## config.mk

```make
export PLATFORM = sky130hd
export DESIGN_NAME = gpio_irq_ctrl
export DESIGN_NICKNAME = d
export VERILOG_FILES = /design/src/rtl/gpio_irq_ctrl.sv
export SDC_FILE = /design/constraint.sdc
export NUM_CORES = 1
export LEC_CHECK = 0
export CORE_MARGIN = 2
export CORE_UTILIZATION = 52
export DETAILED_ROUTE_END_ITERATION = 16
export GPL_ROUTABILITY_DRIVEN = 0
export PLACE_DENSITY_LB_ADDON = 0.15
export RECOVER_POWER = 50
export SYNTH_ARGS = -nofsm -noshare
export SYNTH_HDL_FRONTEND = slang
export SYNTH_SLANG_ARGS = --single-unit
```

## constraint.sdc

```tcl
create_clock -name CLK -period 1.3 [get_ports CLK]
set_input_delay 0.13 -clock CLK [delete_from_list [all_inputs] [get_ports CLK]]
set_output_delay 0.13 -clock CLK [all_outputs]
set_load 0.02 [all_outputs]
```

## src/rtl/gpio_irq_ctrl.sv

```systemverilog
// gpio_irq_ctrl: GPIO input conditioning and interrupt source.
// Per pin: 2-flop sync, stable-count debounce, edge detect, pending latch.
//
// Ports:
//   CLK, RSTb  clock, async active-low reset
//   gpio_in    raw asynchronous pad inputs
//   ADDRESS    register select (0 IN, 1 RISE_EN, 2 FALL_EN,
//              3 PENDING (W1C), 4 RAW, 5 LEVEL_MODE if enabled)
//   DATA_IN    write data, WR one-cycle write strobe
//   DATA_OUT   registered read data (1-cycle latency, no strobe)
//   irq        registered level interrupt, OR of pending bits
//
// Optional: define GPIO_IRQ_LEVEL_EN to add LEVEL_MODE at 0x5.
module gpio_irq_ctrl #(
    parameter int N_PINS          = 6,
    parameter int DEBOUNCE_CYCLES = 4
) (
    input  logic              CLK,
    input  logic              RSTb,
    input  logic [N_PINS-1:0] gpio_in,
    input  logic [3:0]        ADDRESS,
    input  logic [15:0]       DATA_IN,
    input  logic              WR,
    output logic [15:0]       DATA_OUT,
    output logic              irq
);

    localparam int CW = (DEBOUNCE_CYCLES > 0)
                      ? $clog2(DEBOUNCE_CYCLES + 1) : 1;

    logic [N_PINS-1:0] s1;
    logic [N_PINS-1:0] s2;
    logic [N_PINS-1:0] filtered;
    logic [N_PINS-1:0] prev;
    logic [N_PINS-1:0] rise;
    logic [N_PINS-1:0] fall;
    logic [N_PINS-1:0] rise_en;
    logic [N_PINS-1:0] fall_en;
    logic [N_PINS-1:0] pending;
    logic [N_PINS-1:0] set;
    logic [N_PINS-1:0] clr;
    logic [N_PINS-1:0] wdata;
    logic [15:0]       rdata;
    logic              wr_rise;
    logic              wr_fall;
    logic              wr_pend;
    logic              unused_din;

    assign wdata      = DATA_IN[N_PINS-1:0];
    assign unused_din = ^DATA_IN;

    assign wr_rise = WR && (ADDRESS == 4'h1);
    assign wr_fall = WR && (ADDRESS == 4'h2);
    assign wr_pend = WR && (ADDRESS == 4'h3);

    always_ff @(posedge CLK or negedge RSTb) begin
        if (!RSTb) begin
            s1 <= '0;
            s2 <= '0;
        end else begin
            s1 <= gpio_in;
            s2 <= s1;
        end
    end

    generate
        if (DEBOUNCE_CYCLES == 0) begin : g_bypass
            always_ff @(posedge CLK or negedge RSTb) begin
                if (!RSTb) filtered <= '0;
                else       filtered <= s2;
            end
        end else begin : g_debounce
            logic [CW-1:0] cnt [N_PINS];

            // The counter restarts whenever s2 agrees with the
            // filtered value, so only an unbroken run of
            // DEBOUNCE_CYCLES differing samples flips the output.
            always_ff @(posedge CLK or negedge RSTb) begin
                if (!RSTb) begin
                    filtered <= '0;
                    for (int i = 0; i < N_PINS; i++)
                        cnt[i] <= '0;
                end else begin
                    for (int i = 0; i < N_PINS; i++) begin
                        if (s2[i] == filtered[i]) begin
                            cnt[i] <= '0;
                        end else if (cnt[i] ==
                                     CW'(DEBOUNCE_CYCLES - 1)) begin
                            filtered[i] <= s2[i];
                            cnt[i]      <= '0;
                        end else begin
                            cnt[i] <= cnt[i] + 1'b1;
                        end
                    end
                end
            end
        end
    endgenerate

    always_ff @(posedge CLK or negedge RSTb) begin
        if (!RSTb) prev <= '0;
        else       prev <= filtered;
    end

    assign rise = filtered & ~prev;
    assign fall = ~filtered & prev;

`ifdef GPIO_IRQ_LEVEL_EN
    logic [N_PINS-1:0] level_mode;
    logic              wr_level;

    assign wr_level = WR && (ADDRESS == 4'h5);

    always_ff @(posedge CLK or negedge RSTb) begin
        if (!RSTb)         level_mode <= '0;
        else if (wr_level) level_mode <= wdata;
    end

    // Level pins re-assert pending while high, which also
    // makes W1C ineffective until the pin drops.
    assign set = (rise & rise_en)
               | (fall & fall_en & ~level_mode)
               | (level_mode & rise_en & filtered);
`else
    assign set = (rise & rise_en) | (fall & fall_en);
`endif

    assign clr = wr_pend ? wdata : '0;

    always_ff @(posedge CLK or negedge RSTb) begin
        if (!RSTb) begin
            rise_en <= '0;
            fall_en <= '0;
        end else begin
            if (wr_rise) rise_en <= wdata;
            if (wr_fall) fall_en <= wdata;
        end
    end

    // Set is ORed after the clear so a same-cycle set wins.
    always_ff @(posedge CLK or negedge RSTb) begin
        if (!RSTb) pending <= '0;
        else       pending <= (pending & ~clr) | set;
    end

    always_ff @(posedge CLK or negedge RSTb) begin
        if (!RSTb) irq <= 1'b0;
        else       irq <= |pending;
    end

    always_comb begin
        rdata = '0;
        case (ADDRESS)
            4'h0: rdata[N_PINS-1:0] = filtered;
            4'h1: rdata[N_PINS-1:0] = rise_en;
            4'h2: rdata[N_PINS-1:0] = fall_en;
            4'h3: rdata[N_PINS-1:0] = pending;
            4'h4: rdata[N_PINS-1:0] = s2;
`ifdef GPIO_IRQ_LEVEL_EN
            4'h5: rdata[N_PINS-1:0] = level_mode;
`endif
            default: rdata = '0;
        endcase
    end

    always_ff @(posedge CLK or negedge RSTb) begin
        if (!RSTb) DATA_OUT <= '0;
        else       DATA_OUT <= rdata;
    end

endmodule
```

==> impl_results.md <==
- Status: completed
- Iteration count of the initial detailed-routing pass: 4
- Post-Synth Simple-Gate Area: 0.127
- #FFs+latches synth: 67
- Fin. max-slew vios: 0
- P_leak: ~0.0015 uW
- Critical R2R Capture: filtered[0]
- Worst-skew pair later-pin latency: between 0.3 and 0.4 ns
- Final ANT Viol Nets: 0
- FMAX: about 800 MHz
- Global-route wire length before repair: 8760 um
- Worst Skew: approximately 0.0054 ns
- Complex-gate fraction of the synthesized area: 0.0545
- Initial antenna violation count: 0
- Cell Area, Synth: approximately 2800 sq um
- Std-Cell Rows: 26
- Post-CTS Setup Repair Bufs: 0
- Reg2Reg Depth: 3
- Power, Total: between 5000 and 6000 uW
- CTS tree: yes
- Initial Util: 0.541
- Primary FF master, synth: dfrtp_1
- Top-count cell post-synth: dfrtp_1
- Setup crit start kind: primary input
- Post-synthesis sequential area ratio: 0.603
- Final net count: roughly 290
- Drt wl/cell: roughly 16 um
- Worst Path Max Fanout: 4
- Worst Tran Pin Value: about 0.81 ns
- Min-Delay Path Class: in2reg
- # H-tree levels: 3
- Reg2Reg Setup Slack: 0.11 ns
- Syn-to-layout area delta: 20.3%
- EDFF count, synth: 0
- Filler Cells Inserted: about 420
- Mux cell area share after synthesis: 0.123
- Ratio of cells with drive above 1 in the final layout: 0.233
- Clock-pin slew on the worst setup and hold paths: approximately 0.07 ns
- Final WS setup: roughly 0.052 ns
- Crit path DAT: around 1.5 ns
- R2r startpoint: g_debounce.cnt[15]
- Gr usage total: 0.197
- Via count: around 1,700
- Top post-synthesis cells by count: dfrtp_1, mux2_2, nand2_1
- Post-Syn Instances: ~210
- Hold EP: s1[0]
- Synth Area in XOR/XNOR: 0.0189
- Vias in the first global route: 1,822
- Synth Area in Adders: 0.0270
- CTS Sinks: 67
- Pin count of the biggest net entering global routing: 68
- Worst slack at placement: -0.289 ns
- PD cells: between 1500 and 2000 nW/um^2
- Delay-heaviest family, CP: buffers and inverters
- Max Root-Sink Buffers: 2
- Max rail drop VDD: between 900 and 1000 uV
- Count of input and output buffers: 25
- N_diodes: 0
- Setup violations, final: 0
- Synth Area per Inst: 13.5 sq um
- Final Non-Filler Cells: between 300 and 400
- WHS Path Cells: 1
- Clock Root Buffer: clkbuf_8
- Leading post-synthesis cells by cell area: dfrtp_1, mux2_2, buf_4, mux2_4, ha_1
- Crit. End Element: flop
- Number of I/O pins: 46
- DR vias/cell: ~5
- WL final: just over 5000 um
- Cells along the critical path: clkdlybuf4s50_1 > nor2_2 > and4b_1 > buf_4 > mux2_4
- CP required: 1.53 ns
- Setup CP Type: in2reg
- Hpwl dp: around 3600 um
- Iter 0 DRT Violations: 71
- Hold Crit Start: gpio_in[0]
- Async SR Flop Fraction: 1.00
- Die X: about 77 um
- Number of remaining DRC errors: 0
- Warnings, synthesis: 0
- Slew margin rel.: 0.462
- Max-Cap Viols: 0
- Number of buffers created by CTS: 9
- RSZ-0062 raised after global routing: no
- Netlist cell types: 26
- Largest family of logic cells by synthesized area: simple AND/OR/NAND/NOR gates
- Slowest CP cell: clkdlybuf4s50_1
- Multi-input gate area: around 1000 sq um
- Die area: around 5900 sq um
- Area share of the leading cell type in the synthesized netlist: 0.603
- Largest area contributor in the netlist: dfrtp_1
- CP peak stage delay: 0.43 ns
- Final worst path period share: 0.960
- Final min period: around 1.2 ns
- Post-Place Cells: 310
- GR Overflow Total: 0
- Register Area: about 1700 sq um
- Core Box Area: 5140 sq um
- Die height: between 70 and 80 um
- CP bufs+invs: 2
- Endpoints failing hold: 0
[routing by layer]
| layer | up-vias | part of all wire | GRT usage |
|---|---|---|---|
| li1 | 796 | - | - |
| met1 | 836 | 0.40 | 0.226 |
| met2 | 43 | 0.54 | 0.344 |
| met3 | 8 | 0.046 | 0.0612 |
| met4 | 0 | 0.017 | 0.0768 |
| met5 | - | 0 | 0 |
[where the power goes]
part           internal, uW  switching, uW  leakage [uW]
clock network           758            816     0.0000855
registers              2550            378      0.000812
logic                   643            487      0.000639
total                  3950           1680       0.00154
[flip-flops by register name, summed over array words and instances, names as in the netlist]
register        flops
g_debounce.cnt     18
DATA_OUT            6
fall_en             6
filtered            6
pending             6
prev                6
rise_en             6
s1                  6
s2                  6
irq                 1
[what timing repair did]
item	4_1_cts	5_1_grt
gates resized for setup	7	3
cloned	0	0
endpoints found under the setup margin	7	3
hold endpoints to repair	67	0
hold buffers	1	0
[worst register-to-register path, cell delays in order, from the launching register on]
cell and delay (ns):
dfrtp_1 0.36, ha_1 0.17, nor2b_1 0.20, mux2_2 0.35
[per-stage QoR]
step	util	cell area [sq um]	hold slack, ns	setup TNS (ns)
after CTS	0.652	3350	0.202	0
after detailed placement	0.615	3160	0.170	-5.52
after floorplan	-	2810	-0.166	0
after global routing	0.651	3340	0.314	0
final	0.651	3340	0.329	0
after global placement	0.615	3160	0.165	-5.34
[final cells by class]
cell class                 instances  area share
clock buffer                      10      0.0412
clock inverter                     6      0.0146
sequential                        67       0.501
tap                               70      0.0262
inverter                           6     0.00673
multi-input combinational        128       0.305
timing repair buffer              40       0.105
[cell usage in the layout, fill, tap and decap left out, drive strengths merged, types with 7 or more instances in the layout]
master         count
nor3b              9
clkbuf            10
dfrtp             67
nand2             17
nor2b              9
dlygate4sd2        7
dlygate4sd3        7
nor3               7
buf               15
nand3b             9
mux2              23
clkdlybuf4s50     11
inv                8
conb              10
[logic make-up after synthesis]
kind of cell	after synthesis
flip-flops	67
AND/OR/NAND/NOR	58
multiplexers	29
buffers and inverters	20
AO/OA/AOI/OAI	19
adder cells (fa/ha/maj)	6
XOR/XNOR	6
other	1
[how the worst max path moves through the flow]
| stage | from | end | slack (ns) | depth (start not counted) |
|---|---|---|---|---|
| after floorplan | g_debounce.cnt[9] | filtered[2] | 0.16 | 3 |
| after global placement | ADDRESS[3] | fall_en[0] | -0.30 | 5 |
| after detailed placement | ADDRESS[1] | DATA_OUT[2] | -0.29 | 6 |
| after CTS | g_debounce.cnt[3] | filtered[4] | 0.05 | 3 |
| after global routing | ADDRESS[2] | fall_en[5] | 0.02 | 5 |
| final | ADDRESS[3] | fall_en[3] | 0.05 | 5 |
Power figures use the tool's default switching activity.
==> edit 1, RTL diff (same flow settings) <==
The parameter `DEBOUNCE_CYCLES` goes from 4 to 8.
--- a/src/rtl/gpio_irq_ctrl.sv
+++ b/src/rtl/gpio_irq_ctrl.sv
@@ -14,5 +14,5 @@
 module gpio_irq_ctrl #(
     parameter int N_PINS          = 6,
-    parameter int DEBOUNCE_CYCLES = 4
+    parameter int DEBOUNCE_CYCLES = 8
 ) (
     input  logic              CLK,
Formal check against the unedited RTL: not equivalent (a bounded check fails within 10 cycles, from zero or initial values and one cycle with RSTb low).
==> edit 1 against the original RTL <==
  * Final cell count rose by 13%
  * Cell area up 9.8%
  * Combinational power is 29% higher
  * Non-clock buffer count up 8
  * Sequential cell count grew 6
  * Synthesized area is 9.8% higher
  * Total power is 10% higher
  * Routed wire length is 0.66% higher
  * Worst setup slack got worse by 0.0057 ns
==> edit 1: results (changes against the original RTL) <==
| Metric | Value |
|---|---|
| Status | finished, final reports clean |
| Fill cells | 445 (+5.0%) |
| Synthesized instance count | 237 (+15%) |
| Wirelength per Cell | 13.95 um (-11%) |
| Setup WS pre-CTS | -0.3145 ns (-0.02502 ns) |
| Via count | 1861 (+11%) |
| DP Area | 0.003505 mm2 (+11%) |
| Crit-path max cell delay | 0.39 ns (-0.04 ns) |
| Inverters | 1 (-5) |
| Worst r2r src | g_debounce.cnt[8]$_DFF_PN0_ |
| Yosys reg bits | 73 (+9.0%) |
| Max IR drop VDD | 0.8856 mV (-9.7%) |
| Sequential area share after synthesis | 0.5986 (-0.004454) |
| CTS max path bufs | 2 (unchanged) |
| Vias in the first global route | 1981 (+8.7%) |
| Latest clock arrival within the worst-skew pair | 0.33 ns (-0.02 ns) |
| ClkCell Share | 0.04223 (-0.01351) |
| #MultiIn Comb | 159 (+24%) |
| Crit Path Category | register to register |
| Setup TNS | 0 ns (unchanged) |
| Final #Nets | 327 (+14%) |
| Largest net degree at the start of global routing | 34 (-50%) |
| Seq area share | 0.4973 (-0.004035) |
| Post-synth top cells | 73 x dfrtp_1, 26 x nor2_1, 20 x nand2_1 |
| WL final | 5148 um (+0.66%) |
| Non-CTS buffers | 48 (+20%) |
| Ranking of synthesized cells by area | dfrtp_1 60%, mux2_2 7.0%, xnor2_1 3.4% |
| Post-synth ARST share | 1.000 (unchanged) |
| P_leak | 1.686 nW (+9.7%) |
| Primary FF master, synth | dfrtp_1 |
| Max FO, Critical Path | 3 (-1) |
| Drt first-iter violations | 96 (+35%) |
| Drt first pass iters | 4 (unchanged) |
| Non-clk buf share | 0.1134 (+0.008295) |
| Hold Crit Class | input port to asynchronous set/reset pin |
| Area grow syn2layout | 20.38% (about the same) |
| Max reg flops | 24 (+6) |
| Worst path slowest cell | dfrtp_1 |
| Footprint of the multi-input gates | 0.001181 mm2 (+16%) |
| CP top delay family | flip-flops |
| First-pass GRT wire length | 8928 um (+2.0%) |
| Overall die area | 0.006497 mm2 (+9.2%) |
| GRT Total Usage | 0.1872 (-0.01006) |
| Clk_skew | 0.005728 ns (+0.0002950 ns) |
| Share of cells above drive strength 1 | 0.2121 (-0.02134) |
| Clock buffers | 12 (+2) |
| DP HPWL | 3720 um (+2.3%) |
| Dpl cells | 351 (+13%) |
| Worst-Margin Slew | 0.5195 ns (-0.2876 ns) |
| Total grt overflow | 0 (unchanged) |
==> edit 1: changes by cell type in the layout (fill, tap and decap cells not counted), sizes merged, moves of 4 or more <==
cell,before,now
o221ai,6,0
o21ai,0,9
nor3b,9,0
mux4,0,4
xnor2,6,12
dfrtp,67,73
inv,8,1
nor2,1,28
nand3,1,7
a21o,6,0
clkbuf,10,19
a22o,0,5
mux2,23,19
==> edit 1: path summary, 6_finish.rpt <==
check / end / slack (ns) / depth (start not counted)
min in group CLK: s1[5]$_DFF_PN0_ / 0.35 / 1
min: s1[0]$_DFF_PN0_ / 0.30 / 2
max reg2reg: filtered[3]$_DFFE_PN0P_ / 0.05 / 4
max in group asynchronous: DATA_OUT[4]$_DFF_PN0_ / 0.24 / 3
min reg2reg: s2[2]$_DFF_PN0_ / 0.36 / 0
max: filtered[3]$_DFFE_PN0P_ / 0.05 / 4
==> edit 1: logic make-up after synthesis <==
group	Yosys count	share of synthesized area
AO/OA/AOI/OAI	21	0.04715
XOR/XNOR	12	0.03444
adder cells (fa/ha/maj)	6	0.02460
buffers and inverters	14	0.03362
flip-flops	73	0.5986
multiplexers	31	0.1259
other	1	0.001229
AND/OR/NAND/NOR	79	0.1345
==> edit 1: repair_timing <==
action | in CTS | in global routing
setup endpoints to repair | 8 | 12
setup buffers | 0 | 1
hold endpoints to repair | 16 | 0
gates resized for setup | 8 | 7
pin swaps | 0 | 1
hold buffers | 1 | 0
==> edit 1: power breakdown <==
| part | switching, mW | internal, mW |
|---|---|---|
| Sequential | 0.460 | 2.87 |
| Clock | 0.747 | 0.681 |
| Combinational | 0.658 | 0.801 |
==> edit 1: layer usage <==
layer	track usage	share of wire	up-vias
met4	0.08644	0.017	0
met5	0	0	-
met3	0.04607	0.038	8
met2	0.3017	0.48	36
met1	0.2390	0.47	902
li1	-	-	915
==> edit 2, RTL diff (config.mk and constraints unchanged) <==
Without the edit above. Register the inputs `gpio_in` and `DATA_IN` before use, without a reset. The logic sees them one clock later. The other inputs are not delayed to match. Comments in the files are not updated.
--- a/src/rtl/gpio_irq_ctrl.sv
+++ b/src/rtl/gpio_irq_ctrl.sv
@@ -29,4 +29,12 @@
                       ? $clog2(DEBOUNCE_CYCLES + 1) : 1;
 
+    logic [N_PINS-1:0] gpio_q;
+    logic [15:0] DATA_IN_q;
+
+    always_ff @(posedge CLK) begin
+        gpio_q    <= gpio_in;
+        DATA_IN_q <= DATA_IN;
+    end
+
     logic [N_PINS-1:0] s1;
     logic [N_PINS-1:0] s2;
@@ -47,6 +55,6 @@
     logic              unused_din;
 
-    assign wdata      = DATA_IN[N_PINS-1:0];
-    assign unused_din = ^DATA_IN;
+    assign wdata      = DATA_IN_q[N_PINS-1:0];
+    assign unused_din = ^DATA_IN_q;
 
     assign wr_rise = WR && (ADDRESS == 4'h1);
@@ -59,5 +67,5 @@
             s2 <= '0;
         end else begin
-            s1 <= gpio_in;
+            s1 <= gpio_q;
             s2 <= s1;
         end
Check against the original RTL: not equivalent (Yosys sat finds a counterexample within 4 cycles, from zero or initial values and one cycle with RSTb low).
==> edit 2 against the original RTL <==
  * Final cell count up 4.3%
  * Worst setup slack better by 0.034 ns
  * Routed wire length decreased by 6.2%
  * Synthesized area up 7.3%
  * Cell area is 8.4% higher
  * Total power grew 13%
  * Sequential cell count rose by 12
  * Utilization up 0.38 points
  * Via count grew 3.3%
  * Synthesized cell count rose by 3.4%
  * First-iteration DRC count is 63% higher
==> edit 2: results (changes against the original RTL) <==
| Metric | Value |
|---|---|
| Share of cells above drive strength 1 | 0.2416 (+0.008173) |
| Vias in the first global route | 1720 (-5.6%) |
| Adder-cell share of the synthesized area | 0.02516 (-0.001845) |
| GRT Total Usage | 0.1757 (-0.02152) |
| Largest net degree at the start of global routing | 68 (unchanged) |
| First-pass GRT wire length | 8197 um (-6.4%) |
| Sequential area share after synthesis | 0.6423 (+0.03929) |
| Clk_skew | 0.004608 ns (-0.0008257 ns) |
| Post-synth top cells | 67 x dfrtp_1, 24 x mux2_2, 14 x nand2_1 |
| Vias/cell | 5.097 (-0.97%) |
| Synth Area in Compound Gates | 0.06289 (+0.008438) |
| Max FO, Critical Path | 6 (+2) |
| Post-synthesis xor/xnor area fraction | 0.01761 (-0.001292) |
| Ranking of synthesized cells by area | dfrtp_1 56%, mux2_2 9.1%, dfxtp_1 8.1% |
| Post-synthesis mux area share | 0.09727 (-0.02559) |
| Antenna violations before repair | 0 (unchanged) |
| Setup WS pre-CTS | -0.4224 ns (-0.1329 ns) |
| DRC Markers | 0 (unchanged) |
| Number of buffers created by CTS | 9 (unchanged) |
| Final #Nets | 299 (+4.2%) |
| Relative slew slack | 0.4627 (+0.0007630) |
| Fill cells | 448 (+5.7%) |
| Min-delay src | ADDRESS[2] |
| Drt first-iter violations | 116 (+63%) |
| Hold path cells | 2 (+1) |
| Synth unique cells | 30 (+15%) |
| P_leak | 1.611 nW (+4.8%) |
| Status | finished, final reports clean |
| Crit-path max cell delay | 0.48 ns (+0.05 ns) |
| Wirelength per Cell | 14.06 um (-10%) |
| Max IR drop VDD | 0.9887 mV (+0.81%) |
| CTS Root Cell | clkbuf_8 |
| Worst r2r src | g_debounce.cnt[0]$_DFF_PN0_ |
| Hold Worst Slack | 0.2592 ns (-0.06993 ns) |
| R2r endpoint | filtered[5]$_DFFE_PN0P_ |
| Post-synth ARST share | 0.8481 (-0.1519) |
| DP HPWL | 3338 um (-8.2%) |
| Hold EP | DATA_OUT[5]$_DFF_PN0_ |
| CP arrival | 1.45 ns (-0.03 ns) |
| Yosys warnings | 0 (unchanged) |
edit 2: worst max-delay path by stage:
| stage | endpoint | slack, ns | cells after the start | start |
|---|---|---|---|---|
| 4_1_cts | rise_en[4]$_DFFE_PN0P_ | 0.009 | 4 | ADDRESS[3] |
| 6_report | fall_en[5]$_DFFE_PN0P_ | 0.09 | 5 | WR |
| 3_5_place_dp | rise_en[3]$_DFFE_PN0P_ | -0.42 | 5 | ADDRESS[2] |
| 2_1_floorplan | filtered[2]$_DFFE_PN0P_ | 0.16 | 3 | g_debounce.cnt[9]$_DFF_PN0_ |
| 5_1_grt | filtered[5]$_DFFE_PN0P_ | 0.03 | 3 | g_debounce.cnt[0]$_DFF_PN0_ |
| 3_3_place_gp | rise_en[2]$_DFFE_PN0P_ | -0.45 | 5 | ADDRESS[2] |
edit 2: cell type report:
type,count,area (um2),area share
Tap cell,72,90.09,0.02484
Multi-Input combinational cell,131,1028,0.2836
Clock buffer,11,141.4,0.03899
Sequential cell,79,1917,0.5286
Clock inverter,5,56.30,0.01553
Timing Repair Buffer,43,392.9,0.1084
edit 2: repair_timing:
item | 4_1_cts | 5_1_grt
hold endpoints to repair | 67 | 0
setup buffers | 0 | 5
pin swaps | 1 | 1
gates resized for setup | 9 | 6
hold buffers | 1 | 0
setup endpoints to repair | 16 | 16
edit 2: logic make-up after synthesis:
kind of cell | after synthesis
compound gates | 28
xor+xnor | 6
fa+ha+maj | 6
buf+inv | 12
flops | 79
mux | 26
other cells | 1
simple gates | 55
edit 2: routing by layer:
metal / up-vias / wire length (um) / global-route usage
met1: 849 / 2236 / 0.2335
met4: 0 / 82 / 0.06610
met5: - / 0 / 0
li1: 844 / - / -
met3: 8 / 250 / 0.06900
met2: 37 / 2226 / 0.2622
edit 2: through the flow:
step	TNS [ns]	instances	cell area, um2	power (mW)	util
after floorplan	0	222	3018	4.231	-
after global placement	-8.136	319	3382	4.604	0.6104
after detailed placement	-8.350	319	3382	4.657	0.6104
after CTS	0	336	3585	6.440	0.6470
after global routing	0	341	3626	6.768	0.6545
final	0	341	3626	6.346	0.6545
edit 2: where the power goes:
group,switching (mW),internal [mW]
Sequential,0.420,3.01
Clock,0.831,0.939
Combinational,0.500,0.649
Total,1.75,4.59
edit 2: worst max-delay path: cells and delay by family:
kind / cells / cell delay [ns]
buffers and inverters: 2 / 0.60
multiplexers: 1 / 0.36
AND/OR/NAND/NOR: 2 / 0.35
